--- src/rtl/genmidi_pkg.sv ---
// Shared event type, voice ownership states and defaults for the echo/live voice path.
// Latency: n/a (types and constants only).
// Backpressure: n/a.
package genmidi_pkg;

    // One voice event: note state plus the controller values that travel with it.
    typedef struct packed {
        logic       on;
        logic [6:0] note;
        logic [6:0] vel;
        logic [8:0] pb;
        logic [1:0] cc1;
        logic [6:0] cc1mod;
    } voice_evt_t;

    // Which source currently owns the voice.
    typedef enum logic [1:0] {
        OWN_IDLE = 2'd0,
        OWN_LIVE = 2'd1,
        OWN_ECHO = 2'd2
    } owner_e;

    localparam logic [6:0] CC1MOD_DEFAULT = 7'd127;

    // Idle event: everything zero except full mod-wheel depth.
    localparam voice_evt_t EVT_RESET = {1'b0, 7'd0, 7'd0, 9'd0, 2'd0, CC1MOD_DEFAULT};

endpackage

--- src/rtl/echo_evt_fifo.sv ---
// Synchronous FIFO of voice events with one extra pointer bit to tell full from empty.
// Latency: a pushed entry is visible at the head on the following cycle.
// Backpressure: push ignored when full unless a pop happens in the same cycle.
module echo_evt_fifo
    import genmidi_pkg::*;
#(
    parameter int DEPTH = 4
) (
    input  logic       clk,
    input  logic       reset_n,
    input  logic       push,
    input  voice_evt_t push_dat,
    input  logic       pop,
    output voice_evt_t pop_dat,
    output logic       full,
    output logic       empty
);
    localparam int AW = $clog2(DEPTH);

    voice_evt_t    mem_q [DEPTH];
    logic [AW:0]   wr_ptr_q, wr_ptr_d;
    logic [AW:0]   rd_ptr_q, rd_ptr_d;
    logic          wr_en;
    logic          rd_en;

    assign empty   = (wr_ptr_q == rd_ptr_q);
    assign full    = (wr_ptr_q[AW] != rd_ptr_q[AW]) &&
                     (wr_ptr_q[AW-1:0] == rd_ptr_q[AW-1:0]);
    assign pop_dat = mem_q[rd_ptr_q[AW-1:0]];

    // A pop in the same cycle frees the slot the push lands in, so a full FIFO still accepts.
    always_comb begin
        rd_en    = pop && !empty;
        wr_en    = push && (!full || rd_en);
        wr_ptr_d = wr_ptr_q;
        rd_ptr_d = rd_ptr_q;
        if (wr_en) wr_ptr_d = wr_ptr_q + {{AW{1'b0}}, 1'b1};
        if (rd_en) rd_ptr_d = rd_ptr_q + {{AW{1'b0}}, 1'b1};
    end

    // Pointer registers; storage contents are don't-care until written.
    always_ff @(posedge clk or negedge reset_n) begin
        if (!reset_n) begin
            wr_ptr_q <= '0;
            rd_ptr_q <= '0;
        end else begin
            wr_ptr_q <= wr_ptr_d;
            rd_ptr_q <= rd_ptr_d;
        end
    end

    // Entry storage written at the tail.
    always_ff @(posedge clk) begin
        if (wr_en) mem_q[wr_ptr_q[AW-1:0]] <= push_dat;
    end

endmodule

--- src/rtl/echo_voice_arbiter.sv ---
// Arbitrates one voice between live MIDI events (priority) and queued echo change events.
// Latency: live_valid -> out_valid 1 cycle; echo change -> out_valid 2 cycles (when idle).
// Backpressure: output held while out_ready low; live slot overwrites, echo FIFO drops and counts.
module echo_voice_arbiter
    import genmidi_pkg::*;
#(
    parameter int ECHO_DEPTH = 4,
    parameter int DROP_W     = 8
) (
    input  logic              clk,
    input  logic              reset_n,
    input  logic              en,
    input  logic              live_valid,
    input  logic              live_on,
    input  logic [6:0]        live_note,
    input  logic [6:0]        live_vel,
    input  logic [8:0]        live_pb,
    input  logic [1:0]        live_cc1,
    input  logic [6:0]        live_cc1mod,
    input  logic              echo_on,
    input  logic [6:0]        echo_note,
    input  logic [6:0]        echo_vel,
    input  logic [8:0]        echo_pb,
    input  logic [1:0]        echo_cc1,
    input  logic [6:0]        echo_cc1mod,
    output logic              out_valid,
    input  logic              out_ready,
    output logic              out_on,
    output logic [6:0]        out_note,
    output logic [6:0]        out_vel,
    output logic [8:0]        out_pb,
    output logic [1:0]        out_cc1,
    output logic [6:0]        out_cc1mod,
    output logic              out_src,
    output logic [1:0]        owner,
    output logic [DROP_W-1:0] drop_cnt
);
    voice_evt_t        live_in, echo_in, live_cand, fifo_head;
    voice_evt_t        shadow_q, shadow_d;
    voice_evt_t        live_evt_q, live_evt_d;
    voice_evt_t        out_evt_q, out_evt_d;
    logic              live_pend_q, live_pend_d;
    logic              out_valid_q, out_valid_d;
    logic              out_src_q, out_src_d;
    owner_e            owner_q, owner_d;
    logic [6:0]        owner_note_q, owner_note_d;
    logic [DROP_W-1:0] drop_cnt_q, drop_cnt_d;
    logic              fifo_push, fifo_pop, fifo_full, fifo_empty;
    logic              echo_chg, slot_free, live_has, keep;

    assign live_in = {live_on, live_note, live_vel, live_pb, live_cc1, live_cc1mod};
    assign echo_in = {echo_on, echo_note, echo_vel, echo_pb, echo_cc1, echo_cc1mod};

    echo_evt_fifo #(.DEPTH(ECHO_DEPTH)) u_fifo (
        .clk      (clk),
        .reset_n  (reset_n),
        .push     (fifo_push),
        .push_dat (echo_in),
        .pop      (fifo_pop),
        .pop_dat  (fifo_head),
        .full     (fifo_full),
        .empty    (fifo_empty)
    );

    // Capture, issue with live priority, ownership filtering and owner next-state.
    always_comb begin
        shadow_d     = shadow_q;
        live_evt_d   = live_evt_q;
        live_pend_d  = live_pend_q;
        out_evt_d    = out_evt_q;
        out_valid_d  = out_valid_q;
        out_src_d    = out_src_q;
        owner_d      = owner_q;
        owner_note_d = owner_note_q;
        drop_cnt_d   = drop_cnt_q;
        fifo_push    = 1'b0;
        fifo_pop     = 1'b0;
        keep         = 1'b0;

        echo_chg  = en && (echo_in != shadow_q);
        slot_free = !out_valid_q || out_ready;
        // A fresh strobe bypasses the slot so an idle voice sees it next cycle.
        live_has  = en && (live_valid || live_pend_q);
        live_cand = live_valid ? live_in : live_evt_q;

        if (out_valid_q && out_ready) out_valid_d = 1'b0;

        // Newer live event overwrites any pending one.
        if (en && live_valid) begin
            live_pend_d = 1'b1;
            live_evt_d  = live_in;
        end

        if (en && slot_free) begin
            if (live_has) begin
                live_pend_d = 1'b0;
                keep = live_cand.on || (owner_q == OWN_LIVE && live_cand.note == owner_note_q);
                if (keep) begin
                    out_valid_d = 1'b1;
                    out_evt_d   = live_cand;
                    out_src_d   = 1'b0;
                    if (live_cand.on) begin
                        owner_d      = OWN_LIVE;
                        owner_note_d = live_cand.note;
                    end else begin
                        owner_d      = OWN_IDLE;
                    end
                end
            end else if (!fifo_empty) begin
                fifo_pop = 1'b1;
                case (owner_q)
                    OWN_LIVE: keep = 1'b0;
                    OWN_ECHO: keep = fifo_head.on || (fifo_head.note == owner_note_q);
                    default:  keep = fifo_head.on;
                endcase
                if (keep) begin
                    out_valid_d = 1'b1;
                    out_evt_d   = fifo_head;
                    out_src_d   = 1'b1;
                    if (fifo_head.on) begin
                        owner_d      = OWN_ECHO;
                        owner_note_d = fifo_head.note;
                    end else begin
                        owner_d      = OWN_IDLE;
                    end
                end
            end
        end

        // Shadow tracks the echo levels even when the event itself is dropped.
        if (echo_chg) begin
            shadow_d = echo_in;
            if (!fifo_full || fifo_pop) begin
                fifo_push = 1'b1;
            end else if (drop_cnt_q != {DROP_W{1'b1}}) begin
                drop_cnt_d = drop_cnt_q + DROP_W'(1);
            end
        end
    end

    // State registers; reset discards any in-flight or pending event.
    always_ff @(posedge clk or negedge reset_n) begin
        if (!reset_n) begin
            shadow_q     <= EVT_RESET;
            live_evt_q   <= EVT_RESET;
            live_pend_q  <= 1'b0;
            out_evt_q    <= EVT_RESET;
            out_valid_q  <= 1'b0;
            out_src_q    <= 1'b0;
            owner_q      <= OWN_IDLE;
            owner_note_q <= 7'd0;
            drop_cnt_q   <= '0;
        end else begin
            shadow_q     <= shadow_d;
            live_evt_q   <= live_evt_d;
            live_pend_q  <= live_pend_d;
            out_evt_q    <= out_evt_d;
            out_valid_q  <= out_valid_d;
            out_src_q    <= out_src_d;
            owner_q      <= owner_d;
            owner_note_q <= owner_note_d;
            drop_cnt_q   <= drop_cnt_d;
        end
    end

    assign out_valid  = out_valid_q;
    assign out_on     = out_evt_q.on;
    assign out_note   = out_evt_q.note;
    assign out_vel    = out_evt_q.vel;
    assign out_pb     = out_evt_q.pb;
    assign out_cc1    = out_evt_q.cc1;
    assign out_cc1mod = out_evt_q.cc1mod;
    assign out_src    = out_src_q;
    assign owner      = owner_q;
    assign drop_cnt   = drop_cnt_q;

endmodule

--- config.mk ---
export PLATFORM = sky130hd
export DESIGN_NAME = echo_voice_arbiter
export DESIGN_NICKNAME = d
export VERILOG_FILES = /design/src/rtl/genmidi_pkg.sv /design/src/rtl/echo_evt_fifo.sv /design/src/rtl/echo_voice_arbiter.sv
export SDC_FILE = /design/constraint.sdc
export NUM_CORES = 1
export LEC_CHECK = 0
export BUFFER_PORTS_ARGS = -buffer_cell sky130_fd_sc_hd__buf_2
export CORE_AREA = 4 4 217 219
export DETAILED_ROUTE_END_ITERATION = 10
export DIE_AREA = 0 0 221 223
export SYNTH_ARGS = -nofsm -noshare
export SYNTH_HDL_FRONTEND = slang
export SYNTH_HIERARCHICAL = 1
export SYNTH_SLANG_ARGS = --single-unit
--- constraint.sdc ---
create_clock -name clk -period 4.3 [get_ports clk]
set_input_delay 0.86 -clock clk [delete_from_list [all_inputs] [get_ports clk]]
set_output_delay 0.86 -clock clk [all_outputs]
set_load 0.01 [all_outputs]
# Word level (Yosys, flattened, before mapping)
# Memory sizes are Yosys's and may differ from the RTL's.
# Index checks and enable logic that the tools add are counted.
[totals] ff_bits=125 ramBits=132 input_bits=71 out_inout_bits=45 word_cells=107 memories=1
[memory_table] memory="u_fifo.mem_q" words=4 width=33 rd=1 rd_clocked_by_memory_dff=0 write_ports=1 line_no="echo_evt_fifo.sv:20" text="voice_evt_t mem_q [DEPTH];"
[classes] n_addsub=3 eq_ne=12 n_mux=41 n_bitwise=1 reduce_logical=23
[op_table] operator="33-bit two-way mux" n=5
[op_table] operator="7-bit two-way mux" n=6
[op_table] operator="33-bit != test" n=1
[op_table] operator="1-bit two-way mux" n=24
[op_table] operator="7-bit equality test" n=2
[op_table] operator="2-bit two-way mux" n=5
[op_table] operator="1-bit logical AND" n=9
[op_table] operator="8-bit by 1-bit adder with 8-bit output (second input constant)" n=1
[op_table] operator="8-bit != test (second input constant)" n=1
[op_table] operator="3-bit by 1-bit adder with 3-bit output (second input constant)" n=2
[op_table] operator="1-bit logical OR" n=6
[op_table] operator="6-bit AND reduction" n=1
[op_table] operator="2-bit by 1-bit != test with 1-bit output (second input constant)" n=2
[op_table] operator="4-bit AND reduction" n=1
[op_table] operator="2-bit nonzero test" n=2
[op_table] operator="3-bit equality test" n=1
[op_table] operator="1-bit logical NOT" n=3
[op_table] operator="3-bit AND reduction" n=1
[op_table] operator="2-bit by 1-bit equality test with 1-bit output (second input constant)" n=1
[op_table] operator="2-bit equality test" n=1
[op_table] operator="2-bit equality test (second input constant)" n=1
[op_table] operator="2-bit != test (second input constant)" n=1
[op_table] operator="1-bit case mux with 2 select lines" n=1
[op_table] operator="1-bit != test" n=1
[op_table] operator="1-bit inverter" n=1

# Longest topological paths before layout
# An unclocked memory read counts as a cell.
[logic_depth] ltp_word=11 ltp_mapped=10 ltp_nobuf=9

# Modules after synthesis
# The synthesis kept the hierarchy.
[by_module_without_submodules] module="echo_voice_arbiter" instances=1 cells_per_inst=469 area_per_inst_um2=5947.0 seq_area_each_um2=3004.1
[by_module_without_submodules] module="echo_evt_fifo" instances=1 cells_per_inst=219 area_per_inst_um2=5213.8 seq_area_each_um2=4113.9

# Worst setup path after synthesis
# OpenSTA, ideal clock, no wires.
[synth_timing] path_kind="input to register" start="input port live_valid" end="memory u_fifo/mem_q[0][0] in the netlist's numbering, enable pin" setup_ns=0.410 arrival_time_ns=3.045 required_ns=3.890 slack_ns=0.845 path_stages=7 n_path_buf=4 path_cell_list="buf_6 > buf_2 > buf_1 > nor4_1 > buf_2 > or4_4 > and3_1"
[synth_between] elab_chain_cells=10 word_cells_on_any_way=12 classes_between="mux (6); reduce/logical (6)"
[synth_lines] element="from (decl)" line_no="echo_voice_arbiter.sv:13" text="input logic live_valid,"
[synth_lines] element="1-bit logical OR *" line_no="echo_voice_arbiter.sv:83" text="live_has = en && (live_valid || live_pend_q);"
[synth_lines] element="1-bit logical AND *" line_no="echo_voice_arbiter.sv:83"
[synth_lines] element="1-bit two-way mux *" line_no="echo_voice_arbiter.sv:95" text="if (live_has) begin"
[synth_lines] element="1-bit two-way mux *" line_no="echo_voice_arbiter.sv:94" text="if (en && slot_free) begin"
[synth_lines] element="net fifo_pop" line_no="echo_voice_arbiter.sv:48" text="logic fifo_push, fifo_pop, fifo_full, fifo_empty;"
[synth_lines] element="1-bit logical OR" line_no="echo_voice_arbiter.sv:133" text="if (!fifo_full || fifo_pop) begin"
[synth_lines] element="1-bit two-way mux" line_no="echo_voice_arbiter.sv:133"
[synth_lines] element="1-bit two-way mux" line_no="echo_voice_arbiter.sv:131" text="if (echo_chg) begin"
[synth_lines] element="1-bit logical AND *" line_no="echo_evt_fifo.sv:34" text="wr_en = push && (!full || rd_en);"
[synth_lines] element="1-bit two-way mux *" line_no="echo_evt_fifo.sv:54" text="if (wr_en) mem_q[wr_ptr_q[AW-1:0]] <= push_dat;"
[synth_lines] element="1-bit two-way mux (not written as such) *" line_no="echo_evt_fifo.sv:54"
[synth_lines] element="to (decl)" line_no="echo_evt_fifo.sv:20"
# The timed path passes the listed nets; every way through them passes the cells marked *.

# Worst setup path after layout
[layout_timing] start="register u_fifo.rd_ptr_q[0]" end="memory u_fifo/mem_q[2][20] in the netlist's numbering, enable pin"
[layout_between] elab_chain_cells=10 word_cells_on_any_way=16 classes_between="eq/ne (2); mux (7); reduce/logical (7)"
[layout_lines] element="from (decl)" line_no="echo_evt_fifo.sv:22" text="logic [AW:0] rd_ptr_q, rd_ptr_d;"
[layout_lines] element="from (signal assigned)" line_no="echo_evt_fifo.sv:48" text="rd_ptr_q <= rd_ptr_d;"
[layout_lines] element="3-bit equality test" line_no="echo_evt_fifo.sv:26" text="assign empty = (wr_ptr_q == rd_ptr_q);"
[layout_lines] element="net fifo_empty" line_no="echo_voice_arbiter.sv:48"
[layout_lines] element="1-bit two-way mux" line_no="echo_voice_arbiter.sv:109" text="end else if (!fifo_empty) begin"
[layout_lines] element="1-bit two-way mux" line_no="echo_voice_arbiter.sv:95"
[layout_lines] element="1-bit two-way mux" line_no="echo_voice_arbiter.sv:94"
[layout_lines] element="1-bit logical OR" line_no="echo_voice_arbiter.sv:133"
[layout_lines] element="1-bit two-way mux" line_no="echo_voice_arbiter.sv:133"
[layout_lines] element="1-bit two-way mux" line_no="echo_voice_arbiter.sv:131"
[layout_lines] element="net fifo_push" line_no="echo_voice_arbiter.sv:48"
[layout_lines] element="1-bit logical AND" line_no="echo_evt_fifo.sv:34"
[layout_lines] element="1-bit two-way mux" line_no="echo_evt_fifo.sv:54"
[layout_lines] element="1-bit two-way mux (not written as such)" line_no="echo_evt_fifo.sv:54"
# The timed path passes the listed nets, and every way through them passes these cells.

==> summary.md <==
| Metric | Value |
|---|---|
| Power density relative to cell area | 656 mW/mm² |
| Leakage | 5.29 nW |
| CTS tree | yes |
| Routed via count | 6278 |
| Port Buf Inserts | 115 |
| Clock-pin slew reported for the worst setup and hold paths after clock tree synthesis | 0.06 ns |
| Flip-flop and latch count after synthesis | 257 |
| Max IR drop VDD | 0.304 mV |
| Crit path capture type | register |
| Total clock sinks | 257 |
| Count of cells resized by post-cts repair | 0 |
| Worst R2R Path Depth | 6 |
| Count of yosys warnings during synthesis | 6 |
| Relative contribution of the clock network to total power | 28.5% |
| Number of nets with antenna violations after routing | 0 |
| Initial DRT Pass Iterations | 5 |
| Die span in y | 223 µm |
| Syn_nets | 767 |
| Routed wire length | 26600 µm |
| Via count of the first global-routing pass | 6236 |
| Number of antenna violations at the first check in global routing | 11 |
| Period Utilization, post-route | 78.2% |
| Number of pins with negative max-slew slack in the final report | 0 |
| Number of buffers between clock root and the deepest sink | 3 |
| Total CTS buffers | 29 |
| Max Fclk | 297 MHz |
| Combinational fraction of design power | 30.3% |
| Area of the core region | 0.0451 mm² |
| Switching component of the power | 0.00270 W |
| Tightest Hold Check Type | input pin to async pin |
| Max-capacitance violation count | 0 |
| Hold Vio Cnt, Final | 0 |
| Number of synthesized flops with an enable pin | 132 |
| Summed negative setup slack over all endpoints | 0 ns |
| Area after detailed placement | 0.0125 mm² |
| Setup Skew | 0.0251 ns |
| Netlist area before placement | 0.0112 mm² |
| Final-layout worst hold slack | 0.418 ns |
| Slew at the pin closest to its max-slew limit | 0.942 ns |
| Ports | 116 |
| Predominant post-synthesis flop cell | sky130_fd_sc_hd__edfxtp_1 |
| # setup viols final | 0 |
| Root cell of the clock tree | sky130_fd_sc_hd__clkbuf_16 |
| Required time reported for the critical path endpoint | 4.52 ns |
| Hold-fix buffers at CTS | 0 |
| Pin count of the biggest net entering global routing | 94 |
| Layout cells sized above 1 | 40.8% |
| Total global-route track usage | 10.5% |
| CP Max Fanout | 26 |
| Post-Layout Inst Area | 0.0135 mm² |
| Most repeated cell in the gate-level netlist after synthesis | sky130_fd_sc_hd__edfxtp_1 |
| Crit Path Category | register to register |
| Synthesized area per cell | 16.2 µm² |
| Reg2Reg Capture Point | u_fifo/mem_q[2][20]$_DFFE_PP_ |
| Horiz. Die Dim | 221 µm |
| Top cells by area, synth | sky130_fd_sc_hd__edfxtp_1 (36%), sky130_fd_sc_hd__dfrtp_1 (23%), sky130_fd_sc_hd__mux2_2 (8.1%) |
| Total Power Consumption | 0.00885 W |
| Detailed-route DRC error count | 0 |
| First-pass GRT wire length | 40300 µm |
| Origin of the critical flop-to-flop path | u_fifo/rd_ptr_q[0]$_DFFE_PN0P_ |
| Depth of the CTS H-tree | 1 |
| Die Outline Area | 0.0493 mm² |
| Final critical delay including setup and external delays | 3.36 ns |
| Headroom to the max-slew limit | 37.2% |
| Placer's final routability congestion estimate | 0.774 |
| Unrepaired setup endpoints after global routing | no |
| Startpoint Class | register |
| Number of different library cells in the post-synthesis netlist | 48 |
| Yosys top cell by area | sky130_fd_sc_hd__edfxtp_1 |
| Clock latency of the later-clocked register in the worst-skew pair | 0.55 ns |
| Area growth, synth to finish | 21.0% |
| Worst Path Arrival | 3.58 ns |
| Avg WL per Cell | 18.3 µm |
| Gate count of the mapped netlist | 688 |
| Portion of synthesized cell area occupied by the leading cell type | 35.5% |
| Share of the yosys chip area belonging to registers | 63.8% |
| Worst reg2reg setup slack | 0.94 ns |
| Effective utilization at floorplan | 24.8% |
| Async set or reset register ratio after synthesis | 48.6% |
| Net count of the finished layout | 900 |
| Vias/cell | 4.34 |
| Row Count | 78 |
| Leading post-synthesis cells by instance count | sky130_fd_sc_hd__edfxtp_1 (132), sky130_fd_sc_hd__dfrtp_1 (104), sky130_fd_sc_hd__mux2_2 (80) |
| Switching power share of the total | 30.5% |
| Global-route congestion overflow total | 0 |
| Portion of total power attributed to sequential cells | 41.2% |
| Internal Pwr Total | 0.00615 W |
| First DRT Iteration DRCs | 377 |
| Outcome | completed |
| Post-CTS setup buffer count | 0 |
| Sum of net half-perimeters after detailed placement | 18500 µm |
-- registers in the layout, indices dropped and copies added (netlist names), 7 cells and up --
register	cells
drop_cnt	8
live_evt_q	33
out_cc1mod	7
out_note	7
out_pb	9
out_vel	7
owner_note_q	7
shadow_q	33
u_fifo/mem_q	132
-- critical path: stages, from the launching register on --
cell and delay, ns:
sky130_fd_sc_hd__dfrtp_2 0.75, sky130_fd_sc_hd__xor2_2 0.40, sky130_fd_sc_hd__nor3_1 0.13, sky130_fd_sc_hd__o41a_1 0.51, sky130_fd_sc_hd__nor2_1 0.36, sky130_fd_sc_hd__and3_1 0.57
sky130_fd_sc_hd__buf_12 0.28
-- per-stage QoR --
step,worst slack [ns],instances,utilization [%]
global placement,0.868,1390,27.8
detailed placement,0.833,1390,27.8
floorplan,0.845,688,-
finish,0.937,1448,30.0
global route,0.675,1444,29.9
CTS,0.897,1444,29.9
-- layer usage --
layer | up-vias | wire, µm | GRT usage (%)
met4 | 14 | 379 | 1.99
met5 | - | 82 | 0
met2 | 134 | 12100 | 16.3
met3 | 49 | 1550 | 2.57
li1 | 2858 | - | -
met1 | 3223 | 12400 | 15.0
-- worst max path at each step --
stage / start / end / slack (ns) / depth (start not counted)
2_1_floorplan: live_valid / u_fifo/mem_q[0][0]$_DFFE_PP_ / 0.85 / 7
3_3_place_gp: live_valid / out_vel[2]$_DFFE_PN0P_ / 0.87 / 8
3_5_place_dp: echo_pb[2] / u_fifo/mem_q[3][14]$_DFFE_PP_ / 0.83 / 12
4_1_cts: u_fifo/rd_ptr_q[0]$_DFFE_PN0P_ / u_fifo/mem_q[1][20]$_DFFE_PP_ / 0.90 / 6
5_1_grt: u_fifo/rd_ptr_q[0]$_DFFE_PN0P_ / u_fifo/mem_q[3][0]$_DFFE_PP_ / 0.68 / 8
6_report: u_fifo/rd_ptr_q[0]$_DFFE_PN0P_ / u_fifo/mem_q[2][20]$_DFFE_PP_ / 0.94 / 6
-- final cells by class --
type	instances	area (µm²)
Antenna cell	4	10.0
Sequential cell	257	7120
Multi-Input combinational cell	393	3840
Clock inverter	18	230
Fill cell	4535	31600
Clock buffer	36	752
Inverter	7	26.3
Timing Repair Buffer	133	779
Tap cell	600	751
-- cell usage in the layout (no fill, tap or decap), drive strengths merged, types with 10 or more instances in the layout --
cell,instances
edfxtp,132
nand2,41
clkbuf,36
mux2i,34
o21ai,41
dfrtp,104
xor2,42
dfstp,21
xnor2,17
buf,133
nor4,10
mux2,108
mux4,33
-- kinds of logic after synthesis --
family / after synthesis / share of synthesized area (%)
and+or+nand+nor: 93 / 4.04
adders and majority gates: 8 / 0.897
DFF: 257 / 63.8
buffers and inverters: 38 / 1.95
AOI/OAI and AO/OA: 58 / 3.16
muxes: 175 / 21.5
xor gates and xnor gates: 59 / 4.70
-- power groups by stage --
stage          clock, W  sequential (W)  combinational, W
4_1_cts         0.00260         0.00366           0.00275
3_3_place_gp          0         0.00367           0.00272
3_5_place_dp          0         0.00370           0.00274
5_1_grt         0.00271         0.00372           0.00293
2_1_floorplan         0         0.00368           0.00181
6_report        0.00252         0.00364           0.00268
No activity file was read; power rests on OpenSTA's default activity.
